`config.mk`:
```
export PLATFORM = sky130hd
export DESIGN_NAME = key_conditioner
export DESIGN_NICKNAME = d
export VERILOG_FILES = /design/src/rtl/key_conditioner.sv
export SDC_FILE = /design/constraint.sdc
export NUM_CORES = 1
export LEC_CHECK = 0
export CAP_MARGIN = 40
export CORE_ASPECT_RATIO = 2
export CORE_MARGIN = 4
export CORE_UTILIZATION = 49
export DETAILED_ROUTE_END_ITERATION = 6
export PLACE_DENSITY_LB_ADDON = 0.15
export SYNTH_ARGS = -nofsm -noshare
export SYNTH_HDL_FRONTEND = slang
export SYNTH_SLANG_ARGS = --single-unit
export TNS_END_PERCENT = 30
```
`constraint.sdc`:
```
create_clock -name CLOCK_50 -period 2.75 [get_ports CLOCK_50]
set_clock_uncertainty 0.05 [all_clocks]
set_input_delay 0.4125 -clock CLOCK_50 [delete_from_list [all_inputs] [get_ports CLOCK_50]]
set_output_delay 0.4125 -clock CLOCK_50 [all_outputs]
set_load 0.02 [all_outputs]
```
`src/rtl/key_conditioner.sv`:
```
// key_conditioner: synchronises and debounces raw board keys, then emits
// single-cycle press, release, long-press and auto-repeat pulses per key.
module key_conditioner #(
  parameter int N_KEYS         = 7,
  parameter int KEY_ACTIVE_LOW = 1,
  parameter int DEB_CYCLES     = 1_000_000,
  parameter int HOLD_CYCLES    = 25_000_000,
  parameter int REPEAT_CYCLES  = 5_000_000
) (
  input  logic              CLOCK_50,
  input  logic              rst,
  input  logic [N_KEYS-1:0] keys,
  output logic [N_KEYS-1:0] key_level,
  output logic [N_KEYS-1:0] key_press,
  output logic [N_KEYS-1:0] key_release,
  output logic [N_KEYS-1:0] key_long,
  output logic [N_KEYS-1:0] key_repeat
);
  localparam int DW = $clog2(DEB_CYCLES);
  localparam int CW = $clog2(HOLD_CYCLES > REPEAT_CYCLES ? HOLD_CYCLES : REPEAT_CYCLES);
  localparam logic [DW-1:0] DEB_LAST  = DW'(DEB_CYCLES - 1);
  localparam logic [CW-1:0] HOLD_LAST = CW'(HOLD_CYCLES - 1);
  localparam logic [CW-1:0] REP_LAST  = CW'(REPEAT_CYCLES - 1);
  localparam logic [DW-1:0] DEB_ONE   = DW'(1);
  localparam logic [CW-1:0] CNT_ONE   = CW'(1);
  localparam logic [N_KEYS-1:0] RAW_IDLE = (KEY_ACTIVE_LOW != 0) ? '1 : '0;
  typedef enum logic [1:0] {S_IDLE, S_HELD, S_REPEAT} state_t;
  logic [N_KEYS-1:0] r_sync1, r_sync2, w_pressed;
  // Synchroniser flops reset to the idle pin level so a held key reads as a fresh press.
  always_ff @(posedge CLOCK_50) begin
    if (rst) begin
      r_sync1 <= RAW_IDLE;
      r_sync2 <= RAW_IDLE;
    end else begin
      r_sync1 <= keys;
      r_sync2 <= r_sync1;
    end
  end
  assign w_pressed = (KEY_ACTIVE_LOW != 0) ? ~r_sync2 : r_sync2;
  for (genvar k = 0; k < N_KEYS; k++) begin : g_key
    logic          r_level, r_press, r_release, r_long, r_repeat;
    logic [DW-1:0] r_deb;
    logic [CW-1:0] r_cnt;
    state_t        r_state;
    logic          w_flip;
    assign w_flip = (w_pressed[k] != r_level) && (r_deb == DEB_LAST);
    // A debounced edge overrides the hold FSM, so release suppresses long/repeat that cycle.
    always_ff @(posedge CLOCK_50) begin
      if (rst) begin
        r_level   <= 1'b0;
        r_deb     <= '0;
        r_cnt     <= '0;
        r_state   <= S_IDLE;
        r_press   <= 1'b0;
        r_release <= 1'b0;
        r_long    <= 1'b0;
        r_repeat  <= 1'b0;
      end else begin
        r_press   <= w_flip && w_pressed[k];
        r_release <= w_flip && !w_pressed[k];
        r_long    <= 1'b0;
        r_repeat  <= 1'b0;
        r_deb     <= (w_pressed[k] == r_level || w_flip) ? '0 : r_deb + DEB_ONE;
        if (w_flip) begin
          r_level <= w_pressed[k];
          r_state <= w_pressed[k] ? S_HELD : S_IDLE;
          r_cnt   <= '0;
        end else if (r_state == S_HELD) begin
          if (r_cnt == HOLD_LAST) begin
            r_state  <= S_REPEAT;
            r_cnt    <= '0;
            r_long   <= 1'b1;
            r_repeat <= 1'b1;
          end else begin
            r_cnt <= r_cnt + CNT_ONE;
          end
        end else if (r_state == S_REPEAT) begin
          r_cnt    <= (r_cnt == REP_LAST) ? '0 : r_cnt + CNT_ONE;
          r_repeat <= (r_cnt == REP_LAST);
        end
      end
    end
    assign key_level[k]   = r_level;
    assign key_press[k]   = r_press;
    assign key_release[k] = r_release;
    assign key_long[k]    = r_long;
    assign key_repeat[k]  = r_repeat;
  end
endmodule

```
==> flow_metrics.py, run 1 <==
metrics = {
    "power": {
        "pwr-share-comb": 0.023,
        "p_leak_nw": 6.18,
        "pwr-share-clk": 0.467,
        "p_switching_w": 0.00230,
        "powerDensity_nw_per_um2": 574,
        "pwr-share-seq": 0.510,
        "p_int_w": 0.00858,
        "vdd_drop_max_v": 0.000803,
        "swShare": 0.212,
    },
    "sta": {
        "hold_viol_final": 0,
        "final-setup-viol-count": 0,
        "fmax_mhz": 411,
        "period_minus_slack_ns": 2.43,
        "tns_ns": 0,
        "drv_slew": 0,
        "fin_crit_sh": 0.884,
        "rsz0062_at_grt": "false",
        "max_slew_margin": 0.520,
        "tightest_slew_ns": 0.714,
    },
    "clocking": {
        "cts_sinks": 378,
        "cts_max_path_buffers": 3,
        "cts_tree": "built",
        "cts_resized": 0,
        "htreeDepth": 2,
        "cts_made_buffers": 35,
        "post_cts_buffers": 0,
        "hold_buffers": 0,
        "clkLatencyLatePin_ns": 0.52,
        "cts.clk_slew.worst_paths_ns": 0.07,
        "cts_root_buffer": "clkbuf_16",
    },
    "placement": {
        "dpl.hpwl_mm": 25.6,
        "gp_congestion": 0.857,
        "port_buffers": 43,
    },
    "floorplan": {
        "die_area_um2": 37800,
        "fp.dieH_um": 271,
        "die_x_um": 140,
        "fp-row-count": 96,
        "initial_core_util": 0.495,
        "ios": 44,
        "core-area_um2": 34200,
    },
    "yosys": {
        "synth-seq-cells": 378,
        "syn-num-nets": 1997,
        "yosys.area.top_type": "dfxtp_1",
        "synth.cell_area_um2": 17000,
        "yosys_warnings": 0,
        "syn-instance-count": 1960,
        "avgSynthCellArea_um2": 8.65,
        "yosysUniqueCellTypes": 59,
        "synth_edf_count": 0,
        "synthArstFlopShare": 0,
        "yosys_most_used_dff": "dfxtp_1",
        "yosysSeqAreaShare": 0.446,
        "synth_top_cell_area_share": 0.446,
        "netlist_top_cells_area": "dfxtp_1 (45%), nor2_1 (8.4%), xnor2_1 (8.1%), xor2_1 (7.1%), nand3_1 (3.7%)",
    },
    "drt": {
        "antenna_left": 0,
        "drc": 0,
        "via_count": 13200,
        "first_iter_violations": 465,
        "wl_mm": 35.6,
        "routedWlPerCell_um": 14.4,
        "avgViaCountPerCell": 5.37,
        "first_pass_iters": 4,
    },
    "layout": {
        "insertedDiodeCount": 0,
        "drive_gt1_frac": 0.0633,
        "final_nets": 2033,
        "final_util": 0.554,
        "areaGrowthSynthToFinish_pct": 11.8,
    },
    "worst_hold_path": {
        "hold_class": "reg -> reg",
    },
    "grt": {
        "track_usage": 0.188,
        "grt_pass1_wl_mm": 61.4,
        "antenna_found_initial": 0,
        "overflow": 0,
        "grt_max_degree": 39,
        "first_global_vias": 13500,
    },
    "critical_path": {
        "start_kind": "flop",
        "ff2ff_setup_slack_ns": 0.32,
        "worstPathArrival_ns": 2.78,
        "critPathCaptureType": "flop",
        "cp_max_fo": 8,
        "critical_path_class": "reg -> reg",
        "worstPathRequired_ns": 3.10,
    },
    "job": {
        "cap_violations": 0,
    },
    "run_status": {
        "status": "complete, no violations",
    },
}
## layout by cell type (no fill, tap or decap), types with 13 or more instances in the layout
cell	Yosys	final
nand3_1	127	127
and3_1	42	42
nor2_1	381	381
xor2_1	137	137
clkbuf_16	0	37
clkdlybuf4s50_1	0	42
or4_1	13	13
ha_1	28	28
nand4_1	62	62
inv_1	56	56
and4_1	22	22
nand3b_1	18	18
nor3_1	74	74
nand2_1	128	128
or3_1	18	18
nand4b_1	13	13
nor4_1	57	57
buf_4	35	33
a21oi_1	26	26
xnor2_1	156	156
or2_2	22	22
dfxtp_1	378	378
nor2b_1	18	18
## cells in the mapped netlist (3+ instances only)
cell	n
o21ai_0	11
nor4b_1	7
o21bai_1	9
and3_1	42
buf_2	10
nor4_1	57
clkbuf_1	32
and4_1	22
or3_1	18
o2111ai_1	3
buf_4	35
or4b_2	3
o31ai_1	3
nor3b_1	3
nor3_1	74
nand4b_1	13
a21oi_1	26
or4b_4	3
dfxtp_1	378
xor2_1	137
nor4bb_1	7
nand3_1	127
nor2b_1	18
nand4_1	62
nand3b_1	18
mux2i_1	4
or4_1	13
nand2_1	128
and4b_1	3
ha_1	28
and2_1	8
nand2b_1	10
inv_1	56
nor2_1	381
xnor2_1	156
or2_2	22
## layout make-up
type	instances	area [um2]
Clock buffer	50	1050
Timing Repair Buffer	76	673
Clock inverter	13	151
Tap cell	441	552
Fill cell	3182	15300
Sequential cell	378	7570
Multi-Input combinational cell	1449	8750
Inverter	56	210
## worst max-delay path: stages (launching register included)
cell	delay, ns
dfxtp_1	0.38
inv_1	0.06
ha_1	0.37
nand4b_1	0.29
or3_1	0.55
nor4_1	0.40
xnor2_1	0.17
nor2_1	0.05
## layer usage
layer  global-route usage  share of wire  vias up
met5                    0              0        -
met4               0.0766          0.036        0
met3               0.0226          0.026       86
met2                0.366           0.54      168
met1                0.201           0.40     6260
li1                     -              -     6724
## worst paths after layout
| kind | start | end | depth (start not counted) |
|---|---|---|---|
| worst min-delay path | r_sync1[4] | r_sync2[4] | 1 |
| worst max register to register | g_key[6].r_state[0] | g_key[6].r_cnt[23] | 7 |
| worst min register to register | r_sync1[4] | r_sync2[4] | 1 |
| worst max-delay path | g_key[6].r_state[0] | g_key[6].r_cnt[23] | 7 |
## cell families after synthesis
group | share of synthesized area
buf+inv | 0.0379
mux | 0.00236
xor+xnor | 0.151
compound gates | 0.0300
fa+ha+maj | 0.0207
simple gates | 0.312
flops | 0.446
## metrics by stage
| stage | hold WS, ns | cells | setup slack (ns) | power [W] | cell area (um2) |
|---|---|---|---|---|---|
| detailed placement | 0.350 | 2400 | 0.355 | 0.00593 | 17800 |
| floorplan | 0.339 | 1960 | 0.405 | 0.00584 | 17000 |
| CTS | 0.364 | 2463 | 0.316 | 0.0110 | 19000 |
| global route | 0.369 | 2463 | 0.134 | 0.0113 | 19000 |
| finish | 0.361 | 2463 | 0.320 | 0.0109 | 19000 |
| global placement | 0.349 | 2400 | 0.370 | 0.00593 | 17800 |
## sequential cells by signal (all words and copies together), names as in the netlist
signal and count:
g_key.r_cnt 175, g_key.r_deb 140, g_key.r_level 7, g_key.r_long 7, g_key.r_press 7, g_key.r_release 7, g_key.r_repeat 7, g_key.r_state 14
r_sync1 7, r_sync2 7
## power by group through the flow
| stage | registers (W) | clock network, W | logic (W) |
|---|---|---|---|
| after global routing | 0.00555 | 0.00545 | 0.000286 |
| after global placement | 0.00567 | 0 | 0.000253 |
| after floorplan | 0.00567 | 0 | 0.000178 |
| after CTS | 0.00555 | 0.00524 | 0.000258 |
| final | 0.00555 | 0.00508 | 0.000252 |
| after detailed placement | 0.00568 | 0 | 0.000258 |
Note: power is estimated with default switching activity, not from simulation.
==> run 2: changes to the inputs <==
Settings changed: CTS_CLUSTER_SIZE set to 8.
==> run 2 against run 1 <==
Global-route usage grew 0.20 points. Routed wire length grew 1.1%. Design area grew 0.99%. Critical path type unchanged. Largest cell class unchanged.
==> flow_metrics.py, run 2 (synthesized netlist as in run 1, its figures left out) <==
metrics = {
    "drt": {
        "first_pass_iters": 5,
        "wl_mm": 35.9,
        "avgViaCountPerCell": 5.42,
        "routedWlPerCell_um": 14.6,
        "antenna_left": 0,
        "first_iter_violations": 471,
        "drc": 0,
        "via_count": 13300,
    },
    "grt": {
        "overflow": 0,
        "track_usage": 0.190,
        "first_global_vias": 13700,
        "antenna_found_initial": 0,
        "grt_max_degree": 39,
        "grt_pass1_wl_mm": 62.0,
    },
    "critical_path": {
        "cp_max_fo": 8,
        "critPathCaptureType": "flop",
        "critical_path_class": "reg -> reg",
        "worstPathRequired_ns": 3.15,
        "ff2ff_setup_slack_ns": 0.31,
        "worstPathArrival_ns": 2.84,
        "start_kind": "flop",
    },
    "clocking": {
        "cts_sinks": 378,
        "cts.clk_slew.worst_paths_ns": 0.05,
        "cts_resized": 0,
        "clkLatencyLatePin_ns": 0.56,
        "cts_tree": "built",
        "cts_max_path_buffers": 3,
        "hold_buffers": 0,
        "cts_made_buffers": 53,
        "htreeDepth": 2,
        "post_cts_buffers": 0,
        "cts_root_buffer": "clkbuf_16",
    },
    "layout": {
        "mostFrequentLayoutCells": "nor2_1 (381), dfxtp_1 (378), xnor2_1 (156)",
        "final_nets": 2051,
        "drive_gt1_frac": 0.0630,
        "areaGrowthSynthToFinish_pct": 12.9,
        "largest_reg_flops": 175,
        "reg_top3": "g_key.r_cnt: 175 flops, g_key.r_deb: 140 flops, g_key.r_state: 14 flops",
        "regMostFlops": "g_key.r_cnt",
        "layout_commonest_cell": "nor2_1",
        "insertedDiodeCount": 0,
    },
    "sta": {
        "drv_slew": 0,
        "tightest_slew_ns": 0.708,
        "final-setup-viol-count": 0,
        "tns_ns": 0,
        "period_minus_slack_ns": 2.44,
        "fin_crit_sh": 0.888,
        "rsz0062_at_grt": "false",
        "hold_viol_final": 0,
        "fmax_mhz": 409,
        "max_slew_margin": 0.525,
        "hold_ws_ns": 0.361,
    },
    "run_status": {
        "status": "complete, no violations",
    },
    "floorplan": {
        "ios": 44,
        "die_area_um2": 37800,
        "core-area_um2": 34200,
        "die_x_um": 140,
        "fp-row-count": 96,
        "fp.dieH_um": 271,
        "initial_core_util": 0.495,
    },
    "placement": {
        "port_buffers": 43,
        "dpl.hpwl_mm": 25.6,
        "gp_congestion": 0.857,
    },
    "power": {
        "p_leak_nw": 6.28,
        "powerDensity_nw_per_um2": 601,
        "vdd_drop_max_v": 0.000465,
    },
    "worst_hold_path": {
        "hold_class": "reg -> reg",
    },
    "job": {
        "cap_violations": 0,
    },
}
run 2: layer usage:
metal | vias to the layer above | GRT usage | share of wire
li1 | 6720 | - | -
met1 | 6323 | 0.200 | 0.39
met2 | 177 | 0.372 | 0.55
met3 | 89 | 0.0237 | 0.026
met4 | 0 | 0.0796 | 0.034
met5 | - | 0 | 0
run 2: final timing paths:
kind	start	endpoint	depth (start not counted)
worst min register to register	r_sync1[5]	r_sync2[5]	1
worst max-delay path	g_key[6].r_state[0]	g_key[6].r_cnt[23]	7
worst max register to register	g_key[6].r_state[0]	g_key[6].r_cnt[23]	7
worst min-delay path	r_sync1[5]	r_sync2[5]	1
run 2: per-stage QoR:
step	instances	area (um2)	power [W]	util	worst slack, ns
2_1_floorplan	1960	17000	0.00584	-	0.405
3_3_place_gp	2400	17800	0.00593	0.519	0.370
3_5_place_dp	2400	17800	0.00593	0.519	0.355
4_1_cts	2457	19100	0.0117	0.559	0.320
5_1_grt	2457	19100	0.0119	0.559	0.127
6_report	2457	19100	0.0115	0.559	0.307
run 2: worst max-delay path: stages, from the launching register on:
cell and delay, ns:
dfxtp_1 0.38, inv_1 0.06, ha_1 0.37, nand4b_1 0.30, or3_1 0.55, nor4_1 0.40
xnor2_1 0.16, nor2_1 0.05
run 2: cell type report:
class	count	area, um2
timing repair buffer	76	673
inverter	56	210
tap	441	552
fill	3170	15100
clock inverter	2	17.5
sequential	378	7570
multi-input combinational	1449	8750
clock buffer	55	1380
run 2: power breakdown:
| part | internal (W) | leakage [nW] | switching, W | total, W |
|---|---|---|---|---|
| Combinational | 0.000103 | 2.54 | 0.000151 | 0.000253 |
| Sequential | 0.00553 | 3.05 | 0.0000381 | 0.00557 |
| Clock | 0.00347 | 0.686 | 0.00221 | 0.00568 |
| Total | 0.00910 | 6.28 | 0.00240 | 0.0115 |
==> run 3: changes to the inputs <==
Settings changed: CELL_PAD_IN_SITES_DETAIL_PLACEMENT set to 2, CELL_PAD_IN_SITES_GLOBAL_PLACEMENT set to 2, CORE_UTILIZATION 49 to 39, CTS_CLUSTER_SIZE 8 to 14.
==> run 3 against run 2 <==
Largest power group unchanged. Design area rose by 1.0%. Sequential power about the same. Register-to-register slack got worse by 0.02 ns. First-iteration DRC count fell by 34%. Maximum frequency is 0.74% lower. Clock-buffer cell count rose by 1. Global-route usage rose by 0.81 points. Clock power grew 2%. Setup slack got worse by 0.018 ns. Via count is 4.9% higher. Utilization shrank 11 points. Highest routed layer unchanged.
==> flow_metrics.py, run 3 (synthesized netlist as in run 1, its figures left out) <==
metrics = {
    "critical_path": {
        "cp_max_fo": 8,
        "critPathCaptureType": "flop",
        "worstPathRequired_ns": 3.12,
        "rr_startpoint": "g_key[6].r_state[0]",
        "worstPathCellList": "inv_1 > ha_1 > nand4b_1 > or3_1 > nor4_1 > xnor2_1 > nor2_1",
        "start_kind": "flop",
        "cp_slowest_stage_delay_ns": 0.55,
        "crit_slowest_cell": "or3_1",
        "critical_path_class": "reg -> reg",
        "crit_path_start": "g_key[6].r_state[0]",
        "worstPathArrival_ns": 2.83,
    },
    "layout": {
        "areaGrowthSynthToFinish_pct": 14.0,
        "reg_top3": "g_key.r_cnt: 175 flops, g_key.r_deb: 140 flops, g_key.r_state: 14 flops",
        "insertedDiodeCount": 0,
        "mostFrequentLayoutCells": "nor2_1 (381), dfxtp_1 (378), xnor2_1 (156)",
        "regMostFlops": "g_key.r_cnt",
        "final_nets": 2043,
        "largest_reg_flops": 175,
        "drive_gt1_frac": 0.0678,
        "layout_commonest_cell": "nor2_1",
        "final_util": 0.451,
    },
    "sta": {
        "drv_slew": 0,
        "max_slew_margin": 0.482,
        "tightest_slew_ns": 0.771,
        "fmax_mhz": 406,
        "tns_ns": 0,
        "hold_viol_final": 0,
        "period_minus_slack_ns": 2.46,
        "final-setup-viol-count": 0,
        "rsz0062_at_grt": "false",
        "fin_crit_sh": 0.895,
    },
    "floorplan": {
        "fp-row-count": 107,
        "core-area_um2": 42800,
        "ios": 44,
        "fp.dieH_um": 303,
        "initial_core_util": 0.396,
        "die_area_um2": 47100,
        "die_x_um": 155,
    },
    "grt": {
        "grt_pass1_wl_mm": 78.7,
        "overflow": 0,
        "grt_max_degree": 49,
        "track_usage": 0.198,
        "antenna_found_initial": 0,
        "first_global_vias": 16000,
    },
    "clocking": {
        "cts_root_buffer": "clkbuf_16",
        "clkLatencyLatePin_ns": 0.54,
        "cts_made_buffers": 38,
        "post_cts_buffers": 0,
        "cts_resized": 0,
        "cts_tree": "built",
        "cts_sinks": 378,
        "cts_max_path_buffers": 3,
        "htreeDepth": 2,
        "cts.clk_slew.worst_paths_ns": 0.07,
        "hold_buffers": 0,
    },
    "power": {
        "vdd_drop_max_v": 0.000493,
        "p_leak_nw": 6.31,
        "powerDensity_nw_per_um2": 602,
    },
    "drt": {
        "route.met2.wl_mm": 27.2,
        "met3WireLength_mm": 1.02,
        "antenna_left": 0,
        "drc": 0,
        "wl_met1_mm": 16.7,
        "first_iter_violations": 312,
        "wl_mm": 46.1,
        "highest_layer": "met4",
        "routedWlPerCell_um": 17.9,
        "first_pass_iters": 4,
        "via_count": 14000,
        "avgViaCountPerCell": 5.41,
    },
    "placement": {
        "port_buffers": 43,
        "dpl.hpwl_mm": 33.1,
        "gp_congestion": 0.782,
    },
    "worst_hold_path": {
        "min-delay-start": "rst",
        "hold_class": "in -> reg",
    },
    "job": {
        "cap_violations": 0,
    },
    "run_status": {
        "status": "complete, no violations",
    },
}
run 3: through the flow:
stage / area, um2 / total power (W) / worst slack [ns] / hold WS, ns / std cells
floorplan: 17000 / 0.00584 / 0.405 / 0.339 / 1960
global placement: 17900 / 0.00594 / 0.334 / 0.353 / 2511
detailed placement: 17900 / 0.00595 / 0.298 / 0.356 / 2511
CTS: 19300 / 0.0119 / 0.264 / 0.264 / 2580
global route: 19300 / 0.0121 / 0.0960 / 0.291 / 2580
finish: 19300 / 0.0116 / 0.289 / 0.293 / 2580
run 3: power by group:
part	total (W)	internal, W	switching, W
Clock	0.00582	0.00357	0.00225
Combinational	0.000274	0.000108	0.000166
Sequential	0.00555	0.00551	0.0000393
run 3: final cells by class:
type	count	area, um2
clock buffers	56	1150
clock inverters	13	240
multi-input cells	1449	8750
well taps	545	682
inverters	56	210
repair buffers	83	738
fillers	4762	23500
flip-flops and latches	378	7570
run 3: worst max-delay path: cells and delay by family (launching register included):
family | cells | cell delay (ns)
buffers and inverters | 1 | 0.07
AND/OR/NAND/NOR | 4 | 1.31
flip-flops | 1 | 0.37
adder cells (fa/ha/maj) | 1 | 0.38
XOR/XNOR | 1 | 0.17
run 3: path summary, 6_finish.rpt:
kind | endpoint | slack (ns) | depth (start not counted)
worst max-delay path | g_key[6].r_cnt[23] | 0.29 | 7
worst min-delay path | g_key[6].r_level | 0.29 | 3
worst max register to register | g_key[6].r_cnt[23] | 0.29 | 7
worst min register to register | r_sync2[4] | 0.37 | 1
run 3: metal layers:
metal / vias up / GRT usage
li1: 6727 / -
met1: 7023 / 0.191
met2: 137 / 0.421
met3: 70 / 0.0237
met4: 0 / 0.0603
met5: - / 0
